File: src/rtl/down_counter_timer.sv
// Prescaled down-counter timer with load, start, pause and auto-reload.
//
// Ports:
//   Clk      - single clock, all state updates on rising edge
//   Clr      - synchronous active-high reset
//   Load     - load Din into count and reload register (returns to idle)
//   Din      - load value
//   Start    - start countdown (idle) or restart from reload value (done)
//   Pause    - level-sensitive hold request while counting
//   AutoRld  - level-sensitive auto-reload at terminal count
//   Q        - registered count value
//   Busy     - high while counting or held
//   Done     - registered one-cycle terminal-count pulse
//   Zero     - combinational (Q == 0)
//
// state  | meaning
// S_IDLE | loaded or reset, waiting for Start
// S_RUN  | prescaler advancing, Q decrementing on prescaler wrap
// S_HOLD | paused, Q and prescaler frozen
// S_DONE | terminal count reached without auto-reload
module down_counter_timer #(
  parameter int WIDTH    = 16,
  parameter int PRESCALE = 4
) (
  input  logic             Clk,
  input  logic             Clr,
  input  logic             Load,
  input  logic [WIDTH-1:0] Din,
  input  logic             Start,
  input  logic             Pause,
  input  logic             AutoRld,
  output logic [WIDTH-1:0] Q,
  output logic             Busy,
  output logic             Done,
  output logic             Zero
);

  typedef enum logic [1:0] {S_IDLE, S_RUN, S_HOLD, S_DONE} state_t;

  localparam logic [15:0]      PRE_LAST = 16'(PRESCALE - 1);
  localparam logic [WIDTH-1:0] ONE      = WIDTH'(1);

  state_t           state, state_nxt;
  logic [WIDTH-1:0] q, q_nxt;
  logic [WIDTH-1:0] rld, rld_nxt;
  logic [15:0]      pre, pre_nxt;
  logic             done_q, done_nxt;

  always_ff @(posedge Clk) begin
    if (Clr) begin
      state  <= S_IDLE;
      q      <= '0;
      rld    <= '0;
      pre    <= '0;
      done_q <= 1'b0;
    end else begin
      state  <= state_nxt;
      q      <= q_nxt;
      rld    <= rld_nxt;
      pre    <= pre_nxt;
      done_q <= done_nxt;
    end
  end

  always_comb begin
    state_nxt = state;
    q_nxt     = q;
    rld_nxt   = rld;
    pre_nxt   = pre;
    done_nxt  = 1'b0;
    if (Load) begin
      q_nxt     = Din;
      rld_nxt   = Din;
      pre_nxt   = '0;
      state_nxt = S_IDLE;
    end else begin
      case (state)
        S_IDLE: begin
          if (Start && (q != '0)) begin
            state_nxt = S_RUN;
            pre_nxt   = '0;
          end
        end
        S_RUN, S_HOLD: begin
          if (Pause) begin
            state_nxt = S_HOLD;
          end else begin
            // Leaving HOLD counts as a run cycle, so a pause costs exactly
            // as many cycles as Pause was sampled high.
            state_nxt = S_RUN;
            if (pre == PRE_LAST) begin
              pre_nxt = '0;
              if (q == ONE) begin
                done_nxt = 1'b1;
                if (AutoRld) begin
                  q_nxt = rld;
                end else begin
                  q_nxt     = '0;
                  state_nxt = S_DONE;
                end
              end else if (q != '0) begin
                q_nxt = q - ONE;
              end
            end else begin
              pre_nxt = pre + 16'd1;
            end
          end
        end
        S_DONE: begin
          if (Start && (rld != '0)) begin
            q_nxt     = rld;
            pre_nxt   = '0;
            state_nxt = S_RUN;
          end
        end
        default: state_nxt = S_IDLE;
      endcase
    end
  end

  assign Q    = q;
  assign Done = done_q;
  assign Busy = (state == S_RUN) || (state == S_HOLD);
  assign Zero = (q == '0);

endmodule

File: config.mk
export PLATFORM = sky130hd
export DESIGN_NAME = down_counter_timer
export DESIGN_NICKNAME = d
export VERILOG_FILES = /design/src/rtl/down_counter_timer.sv
export SDC_FILE = /design/constraint.sdc
export NUM_CORES = 1
export LEC_CHECK = 0
export ABC_AREA = 1
export CORE_MARGIN = 10
export CORE_UTILIZATION = 56
export CTS_CLUSTER_DIAMETER = 150
export DETAILED_ROUTE_END_ITERATION = 8
export PLACE_DENSITY = 0.81
export SYNTH_ARGS = -nofsm -noshare
export SYNTH_HDL_FRONTEND = slang
export SYNTH_SLANG_ARGS = --single-unit
File: constraint.sdc
create_clock -name Clk -period 2.4 [get_ports Clk]
set_input_delay 0.72 -clock Clk [delete_from_list [all_inputs] [get_ports Clk]]
set_output_delay 0.72 -clock Clk [all_outputs]
set_load 0.02 [all_outputs]
; ---- Word level (Yosys, flattened, before mapping)
; Index checks and enable logic that the tools add are counted.
[op_classes]
bitwise_logic = 2
eq_ne = 12
addsub = 2
muxes = 21
n_reduce_logical = 14
[op_table]
columns = op, n
row1 = 16-bit two-way mux, 11
row2 = 16-bit one-hot mux with 3 select lines, 1
row3 = 16-bit one-hot mux with 2 select lines, 1
row4 = 16-bit nonzero test, 2
row5 = "16-bit by 1-bit adder with 16-bit output, second input constant", 1
row6 = "16-bit by 1-bit equality test with 1-bit output, second input constant", 1
row7 = "16-bit by 2-bit equality test with 1-bit output, second input constant", 1
row8 = 16-bit zero test, 1
row9 = "16-bit by 1-bit subtractor with 16-bit output, second input constant", 1
row10 = 2-bit two-way mux, 6
row11 = "3-bit != test, second input constant", 3
row12 = "2-bit != test, second input constant", 3
row13 = 2-bit one-hot mux with 3 select lines, 1
row14 = 5-bit AND reduction, 1
row15 = 5-bit OR reduction, 1
row16 = "2-bit equality test, second input constant", 2
row17 = "4-bit != test, second input constant", 1
row18 = 2-bit OR reduction, 2
row19 = 3-bit AND reduction, 1
row20 = 3-bit nonzero test, 1
row21 = "2-bit by 1-bit equality test with 1-bit output, second input constant", 1
row22 = 1-bit logical AND, 2
row23 = 2-bit zero test, 1
row24 = 1-bit NOT, 2
row25 = other kinds (3), 3
[word_totals]
register_bits = 51

; ---- Depth between registers and ports, before layout
[logic_depth]
depth_word = 7
ltp_mapped = 13
depth_no_buf = 13

; ---- Least setup slack after synthesis
; OpenSTA, ideal clock, no wires.
[synth_timing]
kind = register to register
startpoint = register state[0]
endpoint = register q[4], in the netlist Q[4]
n_path_buf = 1
stages_incl_launch_ff = 12
synth_period_minus_slack_ps = 1872
setup_ps = 112
t_arrival_ps = 1760
path_slack_ps = 528
cell_sequence = dfxtp_1 > inv_1 > ha_1 > nand2_1 > o21ai_0 > a21oi_4 > nand3_4 > nand2_4 > inv_2 > buf_6 > nor2_1 > nor2_1
[synth_via]
elab_chain_len = 4
word_cells_on_any_way = 12
[synth_rtl]
columns = item, line
row1 = "start, declared", 43  ; state_t state, state_nxt;
row2 = "start signal, assigned", 57  ; state <= state_nxt;
row3 = 2-bit by 1-bit equality test with 1-bit output / 2-bit equality test (equally long branches), 77  ; case (state)
row4 = 2-bit OR reduction, 77
row5 = "4-bit != test (no source line), or another cell as far along", n/a
row6 = 5-bit AND reduction (no source line) / 16-bit two-way mux (equally long branches), n/a
row7 = "end signal, assigned", 58  ; q <= q_nxt;
row8 = "end, declared", 44  ; logic [WIDTH-1:0] q, q_nxt;
; Parallel ways exist; a longest one is shown, timed or not.
; A chain may end at the register's enable or synchronous reset.

; ---- Final worst setup path
[layout_timing]
startpoint = register q[0], in the netlist Q[0]
endpoint = output port Zero
[layout_via]
elab_chain_len = 1
[layout_rtl]
columns = item, line
row1 = 16-bit zero test, 124  ; assign Zero = (q == '0);
row2 = "end, declared", 35  ; output logic Zero
; No other way between the ends.

==> key figures <==
Critical path
  • Endpoint class of the critical path: output port
  • Family of cells with the greatest summed delay on the critical path: buffers and inverters
  • Worst reg2reg startpoint: state[0]
  • Cell at the slowest stage of the critical path: sky130_fd_sc_hd__dfxtp_1
  • Worst reg2reg path depth: 11
  • CP Data Required Time: 1680 ps
  • Minimum setup slack among reg-to-reg paths: 440 ps
  • Count of buffering cells on the critical path with inverters included: 3
  • Worst path cell trace: inv_1, ha_1, nand2_1, nor2_1, nand2_1, inv_2, clkbuf_2
  • CP Data Arrival Time: 1520 ps
  • Largest stage delay, worst path: 340 ps
  • Most numerous cell on the critical path: sky130_fd_sc_hd__nand2_1
  • Worst Setup Path Type: register to output port
  • Reg-to-Reg End: Q[10]
  • Largest fanout on the critical path: 5
  • Type of element launching the critical path: register

Timing
  • Transition at the pin with the smallest max-transition slack: 594.0 ps
  • Final worst path period share: 93.29%
  • Max Clock Skew: 2.575 ps
  • Final sum of negative setup slack: 0 ps
  • Final setup fails: 0
  • Achievable clock frequency: 446.6 MHz
  • Final hold vios: 0
  • Max-slew headroom: 60.36%
  • Setup repair after global routing missed its margin: no
  • Number of max-slew violations in the final report: 0
  • Final period demand of the worst path: 2239 ps

Worst hold path
  • Hold path depth: 2
  • Hold Crit Endpoint: rld[8]
  • Class of the worst hold path: register to register
  • Hold path start: rld[8]

Placement
  • DP Wirelength: 6853 um
  • Routability congestion estimate: 0.9046
  • Port buffer count: 40
  • Number of cells in the design after placement: 655
  • Placed instance area: 3821 sq um

Synthesis
  • FF+latch count, synth: 51
  • Post-Syn Area: 3299 sq um
  • Part of the Yosys area used for sequential elements: 30.94%
  • Synth cell types: 31
  • Number of warnings printed during yosys synthesis: 0
  • Mean instance size in the synthesized netlist: 6.065 sq um
  • Post-synthesis cell count: 544
  • Syn nets: 572

Die
  • Number of ports placed on the die boundary: 41
  • Die footprint: 9363 sq um
  • Horizontal die dimension: 96.76 um
  • Placement row count: 27
  • Die H: 96.76 um
  • Core ar.: 5608 sq um
  • Starting Density: 58.84%

GRT
  • Aggregate global routing overflow: 0
  • Overall track demand over capacity in global routing: 18.03%
  • Maximum number of pins on one net before global-route repair: 31
  • Number of antenna violations at the first check in global routing: 0
  • Number of global-route vias before repair: 3094
  • Wire length of the first global-routing pass: 14780 um

Clock tree
  • Longest Clk Path Bufs: 2
  • CTS tree: yes
  • Deepest level of the CTS H-tree: 2
  • Hold Buf Count CTS: 0
  • Clock tree root buffer cell: sky130_fd_sc_hd__clkbuf_8
  • Clock transition at the register clock pins on the worst setup and hold paths after CTS: 90 ps
  • Post-CTS Setup Inserts: 0
  • Worst-skew pair later-pin latency: 310 ps
  • TritonCTS sink count: 51
  • TritonCTS buffer count: 5

Pwr
  • Overall power: 2218 uW
  • Leakage dissipation: 0.001716 uW
  • Maximum vdd ir drop: 0.2866 mV
  • Power density over cell area: 565.9 nW/um^2

Layout
  • Layout Area Growth over Synthesis: 18.77%
  • Cell Count, Final, Fillers Out: 663
  • Post-layout net count: 618
  • Finished Cell Area: 3919 sq um
  • Number of antenna cells inserted: 0
  • Number of fill cells in the layout: 523
  • Layout cell share with drive strength beyond 1: 7.614%

Route
  • Total Routed Length: 8976 um
  • Routed wire per std cell: 13.54 um
  • Pre-antenna DRT Iters: 5
  • Total via count in the routed design: 3512
  • DRT antenna net count: 0
  • Detailed-route DRC error count: 0
  • Violation count after the first detailed-routing iteration: 273
  • Via density per instance: 5.297

Job
  • Max_cap viols: 0

Outcome
  • Run status: completed
## cells in the mapped netlist
| cell | number | area [sq um] |
|---|---|---|
| sky130_fd_sc_hd__o211ai_1 | 5 | 37.54 |
| sky130_fd_sc_hd__inv_2 | 3 | 11.26 |
| sky130_fd_sc_hd__nand3_4 | 1 | 17.52 |
| sky130_fd_sc_hd__dfxtp_1 | 51 | 1021 |
| sky130_fd_sc_hd__nor2_2 | 5 | 31.28 |
| sky130_fd_sc_hd__nand3_2 | 1 | 10.01 |
| sky130_fd_sc_hd__nand3_1 | 38 | 190.2 |
| sky130_fd_sc_hd__nand2_4 | 1 | 11.26 |
| sky130_fd_sc_hd__xor2_1 | 13 | 113.9 |
| sky130_fd_sc_hd__clkinv_1 | 1 | 3.750 |
| sky130_fd_sc_hd__inv_1 | 43 | 161.4 |
| sky130_fd_sc_hd__ha_1 | 6 | 75.07 |
| sky130_fd_sc_hd__nor2_1 | 103 | 386.6 |
| sky130_fd_sc_hd__a21oi_4 | 1 | 16.27 |
| sky130_fd_sc_hd__buf_4 | 1 | 7.510 |
| sky130_fd_sc_hd__nor2_4 | 2 | 22.52 |
| sky130_fd_sc_hd__xnor2_1 | 1 | 8.760 |
| sky130_fd_sc_hd__nand2_2 | 5 | 31.28 |
| sky130_fd_sc_hd__nand2_1 | 177 | 664.4 |
| sky130_fd_sc_hd__buf_1 | 4 | 15.01 |
| sky130_fd_sc_hd__o21ai_1 | 1 | 5.000 |
| sky130_fd_sc_hd__buf_6 | 5 | 56.30 |
| sky130_fd_sc_hd__clkbuf_1 | 8 | 30.03 |
| sky130_fd_sc_hd__nand3b_1 | 5 | 37.54 |
| sky130_fd_sc_hd__nor3b_1 | 1 | 7.510 |
| sky130_fd_sc_hd__nand4_1 | 5 | 31.28 |
| sky130_fd_sc_hd__nor3_1 | 8 | 40.04 |
| sky130_fd_sc_hd__a21oi_1 | 35 | 175.2 |
| sky130_fd_sc_hd__o21a_1 | 3 | 22.52 |
| sky130_fd_sc_hd__o22ai_1 | 2 | 12.51 |
| sky130_fd_sc_hd__o21ai_0 | 9 | 45.04 |
## power by group
part	switching (uW)	internal [uW]	total (uW)
sequential	47.4	896	944
clock	292	263	555
combinational	438	282	719
total	777	1440	2220
## layout by cell type, fill, tap and decap left out, types with 2 or more instances in the layout
cell	Yosys	layout
sky130_fd_sc_hd__o21a_1	3	3
sky130_fd_sc_hd__inv_1	43	43
sky130_fd_sc_hd__nand3b_1	5	5
sky130_fd_sc_hd__o22ai_1	2	2
sky130_fd_sc_hd__inv_2	3	3
sky130_fd_sc_hd__o211ai_1	5	5
sky130_fd_sc_hd__ha_1	6	6
sky130_fd_sc_hd__clkbuf_8	0	7
sky130_fd_sc_hd__nand2_2	5	5
sky130_fd_sc_hd__nor3_1	8	8
sky130_fd_sc_hd__nand2_1	177	177
sky130_fd_sc_hd__clkdlybuf4s50_1	0	38
sky130_fd_sc_hd__nor2_4	2	2
sky130_fd_sc_hd__dfxtp_1	51	51
sky130_fd_sc_hd__buf_4	1	16
sky130_fd_sc_hd__nand4_1	5	5
sky130_fd_sc_hd__nand3_1	38	38
sky130_fd_sc_hd__nor2_1	103	103
sky130_fd_sc_hd__a21oi_1	35	35
sky130_fd_sc_hd__xor2_1	13	13
sky130_fd_sc_hd__nor2_2	5	5
sky130_fd_sc_hd__o21ai_0	9	9
## cell families (layout without fill, tap and decap cells)
logic type,Yosys count,after routing,share of synthesized area [%]
and+or+nand+nor,352,352,44.90
buffers and inverters,65,112,8.646
AOI/OAI and AO/OA,56,56,9.518
DFF,51,51,30.94
xor gates and xnor gates,14,14,3.716
adders and majority gates,6,6,2.275
## routing by layer
metal  global-route usage (%)  vias up  share of wire [%]
li1                         -     1808                  -
met1                    26.78     1562                 49
met2                    25.77      132                 42
met3                    3.691       10                7.9
met4                    3.495        0               0.94
met5                        0        -                  0
## area by class of cell
type	count	area, sq um	share of cell area [%]
Tap cell	72	90.09	2.299
Multi-Input combinational cell	428	1993	50.86
Inverter	47	176.4	4.502
Sequential cell	51	1021	26.05
Clock inverter	1	7.507	0.1916
Clock buffer	7	96.34	2.458
Timing Repair Buffer	57	534.3	13.63
## registers in the layout (all words and copies together), names as in the netlist
| name | count |
|---|---|
| Q | 16 |
| pre | 16 |
| rld | 16 |
| state | 2 |
| Done | 1 |
## worst min-delay path: cells and delay by family, from the launching register on
family,cells,cell delay (ps)
AO/OA/AOI/OAI,1,50
flip-flops,1,320
AND/OR/NAND/NOR,1,80
## metrics by stage
stage	setup WS [ps]	hold slack [ps]	util (%)
after detailed placement	81.66	472.4	68.14
after CTS	9.462	492.5	69.95
after global routing	68.57	500.8	69.88
final	161.1	490.2	69.88
after floorplan	528.0	454.3	-
after global placement	115.2	465.6	68.14
## timing repair
item                                    4_1_cts  5_1_grt
endpoints found under the setup margin        2        1
endpoints found under the hold margin         0        0
gates resized for setup                       2        2
## how the worst max path moves through the flow
stage,start,end,slack [ps],cells after the start
final,Q[0],Zero,160,7
after global routing,Q[0],Zero,70,7
after CTS,Q[0],Zero,9,7
after detailed placement,Q[0],Zero,80,7
after global placement,Q[6],Zero,120,6
after floorplan,state[0],Q[4],530,11
No activity file was read; power rests on OpenSTA's default activity.
==> RTL change 1 (same settings) <==
The 4 states of `state_t` get a one-hot encoding in 4 bits.
--- a/src/rtl/down_counter_timer.sv
+++ b/src/rtl/down_counter_timer.sv
@@ -37,3 +37,3 @@
 
-  typedef enum logic [1:0] {S_IDLE, S_RUN, S_HOLD, S_DONE} state_t;
+  typedef enum logic [3:0] {S_IDLE = 4'b0001, S_RUN = 4'b0010, S_HOLD = 4'b0100, S_DONE = 4'b1000} state_t;
 
Check against the original RTL: same outputs for any inputs over 10 cycles, from zero or initial values; not proved beyond that.
==> RTL change 1 against the original RTL <==
  * Cell area increased by 6.8%
  * Setup slack improved by 0.018 ns
  * Area after synthesis increased by 5.0%
  * Sequential power increased by 1%
  * Die area increased by 3.9%
  * Total power increased by 4.5%
  * Sequential cell count increased by 2
  * Wire length increased by 7.0%
==> RTL change 1: results (changes against the original RTL) <==
| Metric | Value |
|---|---|
| Outcome | `finished, final reports clean` |
| Clock transition at path regs | `approximately 0.10 ns` |
| Antenna diodes | `0 (unchanged)` |
| Share of cells above drive strength 1 | `13.0% (+5.4 points)` |
| Vias in the first global route | `3477 (+12%)` |
| Repair and plain buffers | `68 (+19%)` |
| Multi-input gate share of the layout cell area | `50.2% (-0.70 points)` |
| First-pass GRT wire length | `15900 um (+7.8%)` |
| Data buffer area share | `14.5% (+0.84 points)` |
| Count of input and output buffers | `40 (unchanged)` |
| Distinct cells, synth | `36 (+16%)` |
| Post-Layout Cell Count | `697 (+5.1%)` |
| Synth cell count leaders | `nand2_1 (171), nor2_1 (107), dfxtp_1 (53)` |
| Total power | `2.32 mW (+4.5%)` |
| Critical path arrival | `1.50 ns (-0.02 ns)` |
| Cell Area, Synth | `0.00346 sq mm (+5.0%)` |
| ClkCell Share | `3.20% (+0.55 points)` |
| Synth Instances | `563 (+3.5%)` |
| Register area share after synthesis | `30.6% (-0.31 points)` |
| Syn nets | `589 (+3.0%)` |
| Logic inverters | `51 (+8.5%)` |
| Filler Cells Inserted | `555 (+6.1%)` |
| Seq/total area | `25.4% (-0.70 points)` |
| Layout Skew | `0.00683 ns (+0.00426 ns)` |
| P_leak | `1.89 nW (+10%)` |
| Clock latency on the worst-skew pair | `0.31 ns (about the same)` |
| Max_slew headroom | `64.5% (+4.2 points)` |
| Setup repair bufs after CTS | `0 (unchanged)` |
| WL final | `9600 um (+7.0%)` |
| Vias/cell | `5.39 (+1.8%)` |
| Largest net degree at the start of global routing | `26 (-16%)` |
| 1st-pass router iterations | `5 (unchanged)` |
| Hold Crit Start | `rld[3]$_SDFFE_PP0P_` |
| Gr usage total | `19.3% (+1.2 points)` |
| Maximum fanout along the worst path | `2 (-3)` |
| Worst hold path class | `flop to flop` |
| DP HPWL | `7490 um (+9.3%)` |
| Gpl congestion | `0.953 (+5.3%)` |
| Layout area overhead | `20.8%` |
| Antenna violations before repair | `0 (unchanged)` |
| Final Net Count | `647 (+4.7%)` |
| Placed cell area | `0.00406 sq mm (+6.2%)` |
| Sw Ratio | `31.6% (-3.5 points)` |
| Placed insts | `689 (+5.2%)` |
| Residual DRC | `0 (unchanged)` |
| Leading post-synthesis cells by cell area | `dfxtp_1 (31%), nand2_1 (19%), nor2_1 (12%), nand3_1 (6.9%), inv_1 (4.9%)` |
| Multi-input gate count | `442 (+3.3%)` |
| Crit. Startpoint | `state[0]$_SDFFE_PP1P_` |
| Detailed Route Iter0 Violations | `275 (+0.73%)` |
| CTS sink cnt | `53 (+3.9%)` |
| Synth warn | `0 (unchanged)` |
| P_clk | `719 uW (+30%)` |
| Resize count post-CTS | `1 (-1)` |
| Buffer type at the clock tree root | `clkbuf_8` |
| Reg-to-reg startpoint | `Q[1]$_SDFFE_PP0P_` |
| VDD IR max | `0.497 mV (+73%)` |
| Reg power frac | `41.1% (-1.5 points)` |
[RTL change 1: changes by cell type after synthesis, moves of 3 or more]
cell      before  now
nand3b_1       5    0
o21a_1         3    0
a21oi_2        0   10
nand3_1       38   48
clkbuf_1       8    5
nor2_1       103  107
o211ai_1       5    1
a21oi_1       35   29
o21ai_0        9    5
nand4_1        5   14
nand2_2        5   13
buf_2          0    4
or2_2          0    4
nand2_1      177  171
[RTL change 1: logic make-up after synthesis]
| kind of cell | after synthesis | synth area share [%] |
|---|---|---|
| simple gates | 377 | 47.6 |
| buf+inv | 68 | 8.74 |
| flops | 53 | 30.6 |
| compound gates | 49 | 8.53 |
| xor+xnor | 12 | 3.03 |
| fa+ha+maj | 4 | 1.45 |
[RTL change 1: critical path: stages (launching register included)]
cell             delay, ns
dfxtp_1               0.33
inv_1                 0.07
nand3_1               0.08
nor2_2                0.11
clkdlybuf4s50_1       0.61
[RTL change 1: final timing paths]
check | cells past startpoint | slack (ns) | to
setup / recovery | 4 | 0.18 | Busy
hold reg to reg | 2 | 0.49 | rld[3]$_SDFFE_PP0P_
setup reg to reg | 12 | 0.42 | Q[12]$_SDFFE_PP0P_
hold / removal | 2 | 0.49 | rld[3]$_SDFFE_PP0P_
[RTL change 1: routing by layer]
layer	GRT usage (%)	wire length, um	vias up
li1	-	-	1898
met1	24.3	4280	1698
met2	31.4	4400	136
met3	3.49	610	26
met4	8.16	306	0
met5	0	0	-
[RTL change 1: stage by stage]
step / setup TNS (ns) / hold WS, ns / worst slack [ns]
floorplan: 0 / 0.454 / 0.469
global placement: 0 / 0.463 / 0.0206
detailed placement: -0.327 / 0.468 / -0.0498
CTS: 0 / 0.483 / 0.0761
global route: 0 / 0.517 / 0.0313
finish: 0 / 0.487 / 0.179
==> RTL change 2 (same flow settings) <==
Made on the original files. `WIDTH`: 16 -> 32.
--- a/src/rtl/down_counter_timer.sv
+++ b/src/rtl/down_counter_timer.sv
@@ -21,3 +21,3 @@
 module down_counter_timer #(
-  parameter int WIDTH    = 16,
+  parameter int WIDTH    = 32,
   parameter int PRESCALE = 4
Interface: changed (resized Din and Q); port bits go from 41 to 73. The function was not compared with the original's and may differ.
==> RTL change 2 against the original RTL <==
  * Area after synthesis increased by 59%
  * Utilization increased by 2.8 points
  * Setup slack got worse by 0.069 ns
  * Wire length increased by 89%
  * Clock power increased by 130%
  * Hold slack got worse by 0.015 ns
  * Combinational power increased by 39%
  * Cell area increased by 71%
  * Total power increased by 69%
  * Sequential share of layout area decreased by 1.2 points
  * Sequential cell count increased by 32
  * Sequential power increased by 58%
  * Critical path depth decreased by 1
  * Largest power group unchanged
==> RTL change 2: results (changes against the original RTL) <==
| Metric | Value |
|---|---|
| Outcome | `finished, final reports clean` |
| Vias in the first global route | `5945 (+92%)` |
| Measured slew at the worst slew-check pin | `0.448 ns (-0.146 ns)` |
| 1st-pass router iterations | `6 (+1)` |
| Gr usage total | `25.1% (+7.1 points)` |
| CTS H-tree depth | `3 (+1)` |
| Layout Skew | `0.00965 ns (+0.00707 ns)` |
| Clock latency on the worst-skew pair | `0.36 ns (+0.05 ns)` |
| Syn nets | `906 (+58%)` |
| R2R setup slack | `0.28 ns (-0.16 ns)` |
| Maximum fanout along the worst path | `2 (-3)` |
| P_leak | `2.92 nW (+70%)` |
| DR WL/cell | `15.6 um (+15%)` |
| Inserted Clock Buffers | `9 (+4)` |
| Share of cells above drive strength 1 | `9.94% (+2.3 points)` |
| Worst hold slack | `0.475 ns (-0.0151 ns)` |
| DP HPWL | `12900 um (+88%)` |
| Leading post-synthesis cells by cell area | `dfxtp_1 (32%), nand2_1 (16%), nor2_1 (12%), nand3_1 (10%), a21oi_1 (5.1%)` |
| Largest net degree at the start of global routing | `38 (+23%)` |
| Gpl congestion | `0.925 (+2.2%)` |
| Final Net Count | `1015 (+64%)` |
| Register area share after synthesis | `31.6% (+0.68 points)` |
| Vias/cell | `5.62 (+6.1%)` |
| VDD IR max | `0.397 mV (+39%)` |
| P_int | `2.58 mW (+79%)` |
| Distinct cells, synth | `34 (+9.7%)` |
| Critical path arrival | `1.59 ns (+0.07 ns)` |
[RTL change 2: cell count changes after synthesis, moves of 6 or more]
cell / before / now
nor2_1: 103 / 166
a21oi_1: 35 / 54
clkbuf_1: 8 / 21
inv_1: 43 / 60
nand3_1: 38 / 110
dfxtp_1: 51 / 83
buf_2: 0 / 6
nand4_1: 5 / 25
nand2_1: 177 / 226
xor2_1: 13 / 21
o21ai_0: 9 / 19
[RTL change 2: cell type report]
cell class / count / area (sq um)
Inverter: 64 / 240
Multi-Input combinational cell: 677 / 3180
Sequential cell: 83 / 1660
Clock inverter: 4 / 97.6
Fill cell: 812 / 2510
Timing Repair Buffer: 136 / 1220
Tap cell: 111 / 139
Clock buffer: 12 / 145
[RTL change 2: worst paths after layout]
path | startpoint | to | depth (start not counted)
max reg2reg | Q[2]$_SDFFE_PP0P_ | Q[31]$_SDFFE_PP0P_ | 13
min | pre[15]$_SDFFE_PP0P_ | pre[15]$_SDFFE_PP0P_ | 2
max | Q[12]$_SDFFE_PP0P_ | Zero | 6
min reg2reg | pre[15]$_SDFFE_PP0P_ | pre[15]$_SDFFE_PP0P_ | 2
[RTL change 2: kinds of logic (layout without fill, tap and decap cells)]
logic type | Yosys count | in the layout | share of synthesized area, %
flip-flops | 83 | 83 | 31.6
AND/OR/NAND/NOR | 559 | 559 | 46.0
AO/OA/AOI/OAI | 85 | 85 | 8.45
XOR/XNOR | 27 | 27 | 4.50
adder cells (fa/ha/maj) | 6 | 6 | 1.43
buffers and inverters | 102 | 216 | 8.00
[RTL change 2: through the flow]
step	instance area, sq um	setup slack [ns]	util [%]	instances
after floorplan	5250	0.482	-	862
after global placement	6440	0.0615	70.0	1071
after detailed placement	6440	0.0538	70.0	1071
after CTS	6680	0.0914	72.6	1087
after global routing	6680	0.00324	72.7	1087
final	6680	0.0922	72.7	1087
[RTL change 2: power by group through the flow]
stage          logic [mW]  clock network, mW  registers, mW
6_report             1.00               1.25           1.49
5_1_grt              1.10               1.32           1.50
4_1_cts             0.986               1.25           1.49
3_5_place_dp        0.982                  0           1.52
3_3_place_gp        0.966                  0           1.52
2_1_floorplan       0.505                  0           1.58
[RTL change 2: worst max-delay path, stage by stage (launching register included)]
cell and delay (ns):
dfxtp_1 0.32, nor2_1 0.13, nand2_1 0.12, nor2_4 0.15, nand3b_1 0.14, nor2_2 0.19
buf_4 0.17
[RTL change 2: what timing repair did]
action / in CTS / in global routing
cloned: 0 / 0
setup endpoints to repair: 2 / 1
pin swaps: 0 / 1
gates resized for setup: 5 / 3
[RTL change 2: per-layer routing]
layer | share of wire (%) | global-route usage, % | vias to the layer above
li1 | - | - | 3004
met3 | 10 | 5.61 | 40
met1 | 41 | 31.6 | 2800
met2 | 46 | 41.3 | 267
met5 | 0 | 0 | -
met4 | 2.6 | 9.14 | 0
